### config.mk
export PLATFORM = sky130hd
export DESIGN_NAME = eth_cfg_pkt_tx
export DESIGN_NICKNAME = d
export VERILOG_FILES = /design/src/rtl/eth_cfg_pkt_tx.sv
export SDC_FILE = /design/constraint.sdc
export NUM_CORES = 1
export LEC_CHECK = 0
export ABC_AREA = 1
export BUFFER_PORTS_ARGS = -buffer_cell sky130_fd_sc_hd__buf_2
export CORE_ASPECT_RATIO = 1.2
export CORE_UTILIZATION = 61
export CTS_CLUSTER_DIAMETER = 50
export CTS_CLUSTER_SIZE = 14
export DETAILED_ROUTE_END_ITERATION = 10
export GPL_ROUTABILITY_DRIVEN = 0
export PLACE_DENSITY = 0.86
export SETUP_SLACK_MARGIN = 0.15
export SLEW_MARGIN = 20
export SYNTH_ARGS = -nofsm -noshare
export SYNTH_HDL_FRONTEND = slang
export SYNTH_SLANG_ARGS = --single-unit
### constraint.sdc
create_clock -name eth_tx_clk -period 17.4 [get_ports eth_tx_clk]
set_clock_uncertainty 0.15 [all_clocks]
set_input_delay 0.87 -clock eth_tx_clk [delete_from_list [all_inputs] [get_ports eth_tx_clk]]
set_output_delay 0.87 -clock eth_tx_clk [all_outputs]
set_load 0.005 [all_outputs]
### src/rtl/eth_cfg_pkt_tx.sv
// DDS configuration packet source for an Ethernet MAC: snapshots per-channel
// settings on a trigger and streams them word by word, closed by a checksum.
module eth_cfg_pkt_tx #(
  parameter int          NUM_CH      = 2,
  parameter logic [15:0] MAGIC       = 16'hD5D5,
  parameter int          RESEND_CYC  = 0,
  parameter int          TIMEOUT_CYC = 65535
) (
  input  logic                   eth_tx_clk,
  input  logic                   rst_n,
  input  logic                   dds_ctrl_en,
  input  logic [4*NUM_CH-1:0]    wave_select,
  input  logic [9*NUM_CH-1:0]    amp_ctl,
  input  logic [32*NUM_CH-1:0]   freq_ctl,
  input  logic [32*NUM_CH-1:0]   min_ctl,
  input  logic [12*NUM_CH-1:0]   phase_ctl,
  output logic                   tx_start_en,
  output logic [15:0]            tx_byte_num,
  output logic [31:0]            tx_data,
  input  logic                   tx_req,
  input  logic                   tx_done,
  output logic                   busy,
  output logic [7:0]             seq_num,
  output logic                   tx_err
);

  localparam int          NWORDS   = 5 * NUM_CH + 2;
  localparam logic [5:0]  LAST_IDX = 6'(NWORDS - 1);
  localparam logic [5:0]  END_IDX  = 6'(NWORDS);
  localparam logic [31:0] TO_LIM   = 32'(TIMEOUT_CYC);
  localparam logic [7:0]  NCH8     = 8'(NUM_CH);

  typedef enum logic [1:0] {IDLE, START, XFER} state_t;

  state_t r_state;
  state_t w_next;

  logic        r_en_p0, r_en_p1, r_en_p2;
  logic        r_pend;
  logic [7:0]  r_seq;
  logic [5:0]  r_wcnt;
  logic [31:0] r_to;
  logic [31:0] r_tx_data;
  logic [31:0] r_csum;

  logic [4*NUM_CH-1:0]  r_wave;
  logic [9*NUM_CH-1:0]  r_amp;
  logic [32*NUM_CH-1:0] r_freq;
  logic [32*NUM_CH-1:0] r_min;
  logic [12*NUM_CH-1:0] r_phase;

  logic        w_rise;
  logic        w_resend;
  logic        w_trig;
  logic [31:0] w_pkt [NWORDS-1];
  logic [31:0] w_word;

  // two-flop synchroniser, third flop only for edge detection
  assign w_rise = r_en_p1 & ~r_en_p2;
  assign w_trig = w_rise | w_resend;

  generate
    if (RESEND_CYC > 0) begin : g_resend
      localparam logic [31:0] RS_LIM = 32'(RESEND_CYC - 1);
      logic [31:0] r_rs_cnt;

      always_ff @(posedge eth_tx_clk or negedge rst_n) begin
        if (!rst_n) begin
          r_rs_cnt <= '0;
        end else if (r_rs_cnt == RS_LIM) begin
          r_rs_cnt <= '0;
        end else begin
          r_rs_cnt <= r_rs_cnt + 32'd1;
        end
      end

      assign w_resend = (r_rs_cnt == RS_LIM);
    end else begin : g_no_resend
      assign w_resend = 1'b0;
    end
  endgenerate

  always_comb begin
    for (int i = 0; i < NWORDS - 1; i++) begin
      w_pkt[i] = '0;
    end
    w_pkt[0] = {MAGIC, r_seq, NCH8};
    for (int c = 0; c < NUM_CH; c++) begin
      w_pkt[5*c+1] = {28'b0, r_wave[4*c +: 4]};
      w_pkt[5*c+2] = {23'b0, r_amp[9*c +: 9]};
      w_pkt[5*c+3] = r_freq[32*c +: 32];
      w_pkt[5*c+4] = r_min[32*c +: 32];
      w_pkt[5*c+5] = {20'b0, r_phase[12*c +: 12]};
    end
  end

  // past the checksum the counter sits at END_IDX and selects zero
  always_comb begin
    w_word = '0;
    if (r_wcnt == LAST_IDX) begin
      w_word = r_csum;
    end else begin
      for (int i = 0; i < NWORDS - 1; i++) begin
        if (r_wcnt == 6'(i)) begin
          w_word = w_pkt[i];
        end
      end
    end
  end

  always_comb begin
    w_next      = r_state;
    tx_start_en = 1'b0;
    busy        = 1'b0;
    tx_err      = 1'b0;
    case (r_state)
      IDLE: begin
        if (w_trig || r_pend) begin
          w_next = START;
        end
      end
      START: begin
        tx_start_en = 1'b1;
        busy        = 1'b1;
        w_next      = XFER;
      end
      XFER: begin
        busy = 1'b1;
        if (tx_done) begin
          w_next = IDLE;
        end else if (r_to >= TO_LIM) begin
          tx_err = 1'b1;
          w_next = IDLE;
        end
      end
      default: w_next = IDLE;
    endcase
  end

  always_ff @(posedge eth_tx_clk or negedge rst_n) begin
    if (!rst_n) begin
      r_state   <= IDLE;
      r_en_p0   <= 1'b0;
      r_en_p1   <= 1'b0;
      r_en_p2   <= 1'b0;
      r_pend    <= 1'b0;
      r_seq     <= '0;
      r_wcnt    <= '0;
      r_to      <= '0;
      r_tx_data <= '0;
    end else begin
      r_state <= w_next;
      r_en_p0 <= dds_ctrl_en;
      r_en_p1 <= r_en_p0;
      r_en_p2 <= r_en_p1;
      // in IDLE any trigger is consumed by the move to START
      if (r_state == IDLE) begin
        r_pend <= 1'b0;
      end else begin
        r_pend <= r_pend | w_trig;
      end
      case (r_state)
        START: begin
          r_seq  <= r_seq + 8'd1;
          r_wcnt <= '0;
          r_to   <= 32'd1;
        end
        XFER: begin
          r_to <= r_to + 32'd1;
          if (tx_req) begin
            r_tx_data <= w_word;
            if (r_wcnt != END_IDX) begin
              r_wcnt <= r_wcnt + 6'd1;
            end
          end
        end
        default: r_to <= '0;
      endcase
    end
  end

  // config snapshot and running checksum
  always_ff @(posedge eth_tx_clk) begin
    if (r_state == START) begin
      r_wave  <= wave_select;
      r_amp   <= amp_ctl;
      r_freq  <= freq_ctl;
      r_min   <= min_ctl;
      r_phase <= phase_ctl;
      r_csum  <= '0;
    end else if (r_state == XFER && tx_req && r_wcnt < LAST_IDX) begin
      r_csum <= r_csum + w_word;
    end
  end

  assign tx_byte_num = 16'(4 * NWORDS);
  assign tx_data     = r_tx_data;
  assign seq_num     = r_seq;

endmodule

==> Word level (Yosys, flattened, before mapping) <==
Index checks and enable logic that the tools add are counted.
{ "word_totals": {"ff_bits": 294, "in_bits": 183, "out_inout_bits": 59} }
{ "op_classes": {"addsub": 4, "magnitude_cmp": 2, "eq_ne": 18, "mux": 26, "bitwise_logic": 3, "n_reduce_logical": 10} }
{ "ops": {"columns": ["operator", "count"], "rows": [
  ["32-bit two-way mux", 12],
  ["32-bit case mux with 2 select lines", 1],
  ["32-bit by 1-bit adder with 32-bit output (second input constant)", 1],
  ["32-bit adder", 1],
  ["32-bit by 16-bit >= comparator with 1-bit output (second input constant)", 1],
  ["6-bit by 3-bit equality test with 1-bit output (second input constant)", 4],
  ["6-bit by 4-bit equality test with 1-bit output (second input constant)", 4],
  ["6-bit by 2-bit equality test with 1-bit output (second input constant)", 2],
  ["6-bit two-way mux", 2],
  ["6-bit case mux with 2 select lines", 1],
  ["8-bit by 1-bit adder with 8-bit output (second input constant)", 1],
  ["6-bit by 1-bit adder with 6-bit output (second input constant)", 1],
  ["6-bit by 1-bit equality test with 1-bit output (second input constant)", 1],
  ["6-bit zero test", 1],
  ["6-bit by 4-bit < comparator with 1-bit output (second input constant)", 1],
  ["1-bit two-way mux", 6],
  ["2-bit two-way mux", 3],
  ["2-bit inequality test (second input constant)", 3],
  ["6-bit by 4-bit inequality test with 1-bit output (second input constant)", 1],
  ["2-bit case mux with 3 select lines", 1],
  ["2-bit AND reduction", 2],
  ["3-bit inequality test (second input constant)", 1],
  ["3-bit AND reduction", 1],
  ["2-bit by 1-bit equality test with 1-bit output (second input constant)", 1],
  ["other kinds (9)", 10]
]} }

==> Depth between registers and ports, before layout <==
{ "logic_depth": {"depth_word": 14, "mapped_depth": 29, "mapped_depth_nobuf": 29} }

==> Least setup slack after synthesis <==
Ideal clock, no wire load.
{ "synth_timing": {"path_type": "flip-flop to flip-flop", "from": "register r_state[1]", "to": "register r_wcnt[4]", "setup_time_ns": 0.082, "t_arrival_ns": 6.130, "required_ns": 17.168, "path_slack_ns": 11.038, "path_stages_with_launch": 11, "synth_period_minus_slack_ns": 6.362, "cell_sequence": "dfrtp_1 inv_1 ha_1 inv_1 nor2_1 nor2_1 nor2_1 inv_1 o21ai_0 o21ai_0 a31oi_1"} }
{ "synth_via": {"elab_chain_cells": 3, "elab_cells_between_ends": 7, "cone_classes": "4 x eq/ne; 1 x mux; 2 x reduce/logical"} }
{ "synth_lines": {"columns": ["item", "line", "text"], "rows": [
  ["from (decl)", "35", "state_t r_state;"],
  ["from (signal assigned)", "152", "r_state <= w_next;"],
  ["2-bit equality test or 2-bit by 1-bit equality test with 1-bit output (tied branches)", "162", "case (r_state)"],
  ["2-bit inequality test (no source line) or 2-bit nonzero test (tied branches)", null, null],
  ["3-bit AND reduction (no source line)", null, null],
  ["to (signal assigned)", "173", "r_wcnt <= r_wcnt + 6'd1;"],
  ["to (decl)", "41", "logic [5:0] r_wcnt;"]
]} }
Several ways; a longest one is shown, not always the timed one.
A chain may end at the register's enable or synchronous reset.

==> Worst setup path in the final report <==
{ "layout_timing": {"from": "register r_wcnt[1]", "to": "register r_csum[17]"} }
{ "layout_via": {"elab_cells_between_ends": 27, "cone_classes": "1 x add/sub; 1 x order compare; 11 x eq/ne; 12 x mux; 2 x reduce/logical"} }
{ "layout_lines": {"columns": ["item", "line", "text"], "rows": [
  ["6-bit by 1-bit equality test with 1-bit output", "104", "if (r_wcnt == 6'(i)) begin"],
  ["32-bit two-way mux (10 in a row)", "104", null],
  ["32-bit two-way mux *", "100", "if (r_wcnt == LAST_IDX) begin"],
  ["via w_word[4]", "56", "logic [31:0] w_word;"],
  ["32-bit adder *", "192", "r_csum <= r_csum + w_word;"],
  ["to (signal assigned)", "192", null],
  ["to (decl)", "44", "logic [31:0] r_csum;"]
]} }
The timed path passes the listed nets; every way through them passes the cells marked *.

==> flow_metrics.py <==
metrics = {
    "routing": {
        "initialDrtViolationCount": 1255,
        "routed_wl_mm": 37.3,
        "via_per_inst": 5.72,
        "avgRoutedWirePerCell_um": 17.5,
        "drt-pass1-iter-count": 6,
        "drcViolationCount": 0,
        "ant_nets": 0,
        "vias": 12200,
    },
    "worst_setup_path": {
        "cp_data_arrival_time_ns": 5.48,
        "path_class": "register to register",
        "path_max_fanout": 44,
        "endpoint_kind": "register",
        "cp-start-kind": "register",
        "worstPathRequired_ns": 17.69,
    },
    "final_layout": {
        "drive_gt1_frac": 0.174,
        "fin_cells": 2130,
        "nets": 2013,
        "area_delta_synth_final_pct": 15.2,
    },
    "clock_tree": {
        "cts_resized": 0,
        "cts_max_level": 1,
        "clockBufferDepth": 3,
        "cts.clk_slew.worst_paths_ns": 0.07,
        "clock-sinks": 294,
        "numCtsBuffers": 29,
        "cts_root_buf": "clkbuf_16",
        "post-cts-setup-buffers": 0,
        "cts_tree": "built",
        "clkLatencyLatePin_ns": 0.56,
        "hold_buffers": 0,
    },
    "power_and_ir_drop": {
        "powerDensity_nw_per_um2": 161,
        "intPower_mw": 1.63,
        "p_total_mw": 2.67,
        "switching_share": 0.392,
        "vdd_drop_max_uv": 102,
        "clockPowerShare": 0.221,
        "power_frac_comb": 0.376,
        "pwr-share-seq": 0.403,
        "switching_power_mw": 1.05,
        "p_leak_nw": 7.41,
    },
    "die": {
        "die_w_um": 142,
        "dieArea_sq_um": 24300,
        "boundaryPins": 242,
        "die_y_um": 170,
        "start_util": 0.621,
        "num_rows": 61,
        "core_area_sq_um": 23200,
    },
    "timing": {
        "period_share": 0.298,
        "fmaxAchievable_mhz": 193,
        "maxSlewHeadroom": 0.263,
        "worst_pin_slew_ns": 1.10,
        "rsz0062_at_grt": "no",
        "hold_viol": 0,
        "fin_tns_setup_ns": 0,
        "slew_viol_final": 0,
        "finalSetupViolCount": 0,
        "min_period_ns": 5.19,
    },
    "synthesis": {
        "synth_top_area_frac": 0.371,
        "syn_inst": 1574,
        "post_synth_instance_area_sq_um": 14400,
        "ys_types": 51,
        "avgSynthCellArea_sq_um": 9.16,
        "yosysTopAreaCell": "edfxtp_1",
        "synth_area_leaders": "edfxtp_1 37%, dfrtp_1 15%, nand2_1 11%, a21oi_1 4.7%, dfxtp_1 4.4%",
        "synth_warnings": 0,
        "ys_seq_elements": 294,
        "ys_seq_area_frac": 0.561,
    },
    "placed_design": {
        "hpwl_mm": 26.9,
        "io_buffer_count": 225,
        "dpl.cell_count": 2072,
    },
    "global_route": {
        "grt_max_degree": 82,
        "grt_overflow": 0,
        "grtUsageTotal": 0.309,
        "grt_pass1_wl_mm": 58.1,
        "antenna_found_initial": 4,
        "grt_pass1_vias": 11600,
    },
    "worst_hold_path": {
        "hold_class": "input pin to async pin",
    },
    "flow_run": {
        "drv_cap": 0,
    },
    "outcome": {
        "status": "finished, final reports clean",
    },
}
==> synthesized netlist by cell type, drive strengths merged <==
master,count
o21bai,6
xnor2,7
nand4,13
nor3b,2
nand3b,1
nand2,418
clkinv,1
o22ai,9
nor4,13
ha,41
nor3,26
a31o,1
fa,1
a31oi,10
o31ai,3
a21o,3
nand3,43
clkbuf,19
and3,1
dfrtp,84
a21boi,5
o211ai,18
inv,160
a22oi,3
o21ai,128
conb,2
o41ai,1
a21oi,136
o21a,6
xor2,16
nor2,133
dfxtp,32
buf,44
edfxtp,178
or2,7
o221ai,3
==> area by class of cell <==
class                      instances  area (sq um)
timing repair buffer             232          1180
fill                            1728          6600
sequential                       294          8090
clock buffer                      41           785
multi-input combinational       1070          5440
antenna                            4          10.0
clock inverter                    13          96.3
inverter                         161           604
tap                              315           394
==> per-stage QoR <==
stage          instance area (sq um)  utilization  worst slack (ns)  hold slack, ns
2_1_floorplan                  14500            -             11.04           0.181
6_report                       16600        0.715             12.21         0.00969
3_3_place_gp                   15700        0.677             12.60           0.184
5_1_grt                        16600        0.715             11.81         0.00979
4_1_cts                        16600        0.715             12.32         0.00468
3_5_place_dp                   15700        0.677             12.36           0.190
==> cells in the final DEF (no fill, tap or decap), drive strengths merged, types with 16 or more instances in the layout <==
master and n:
nor2 133, inv 169, dfxtp 32, nor3 26
buf 232, clkbuf 41, ha 41, xor2 16
a21oi 136, o211ai 18, nand3 43, conb 16
nand2 418, dfrtp 84, edfxtp 178, o21ai 128
==> power groups by stage <==
stage	registers (mW)	clock network [mW]	logic, mW
4_1_cts	1.08	0.596	0.984
2_1_floorplan	1.09	0	0.679
5_1_grt	1.09	0.623	1.12
3_3_place_gp	1.08	0	0.944
6_report	1.08	0.590	1.00
3_5_place_dp	1.09	0	0.977
==> state kept, by name, summed over array words and instances (netlist names) <==
| signal | cells |
|---|---|
| r_csum | 32 |
| r_amp | 18 |
| r_wcnt | 6 |
| tx_data | 32 |
| r_phase | 24 |
| r_freq | 64 |
| r_en_p2 | 1 |
| r_en_p1 | 1 |
| r_to | 32 |
| r_min | 64 |
| r_wave | 8 |
| r_pend | 1 |
| r_en_p0 | 1 |
| r_state | 2 |
| seq_num | 8 |
==> critical path, stage by stage (launching register included) <==
cell	delay (ns)
dfrtp_1	0.42
inv_1	0.14
ha_1	0.23
inv_1	0.13
nor2_4	0.80
inv_1	0.57
a21boi_0	0.37
o21ai_1	0.12
ha_1	0.35
a21o_1	0.21
nand2_1	0.06
nand3_1	0.15
a21boi_0	0.53
o21ai_0	0.32
nand2_1	0.12
nand2_1	0.07
nand2_1	0.07
nand2_1	0.05
o21ai_0	0.16
inv_1	0.05
==> routing by layer <==
layer  vias to the layer above  track usage  wire length, um
li1                       5711            -                -
met5                         -            0                8
met2                       710        0.521            18200
met1                      5646        0.400            14400
met3                       125       0.0431             3180
met4                         2        0.127             1430
==> path summary, 6_finish.rpt <==
kind	start	end	slack, ns	depth (start not counted)
worst max-delay path	r_wcnt[1]	r_csum[17]	12.21	19
worst min-delay path	rst_n	tx_data[20]	0.01	1
worst max register to register	r_wcnt[1]	r_csum[17]	12.21	19
worst min register to register	r_en_p0	r_en_p1	0.20	0
max in group asynchronous	rst_n	seq_num[7]	15.92	2
min in group eth_tx_clk	r_en_p0	r_en_p1	0.20	0
==> kinds of logic after synthesis <==
kind of cell             count (synthesis)  share of synthesized area
XOR/XNOR                                23                     0.0140
adder cells (fa/ha/maj)                 42                     0.0370
other                                    2                   0.000521
flip-flops                             294                      0.561
AND/OR/NAND/NOR                        657                      0.195
buffers and inverters                  224                     0.0663
AO/OA/AOI/OAI                          332                      0.126
(Power assumes the default switching activity.)
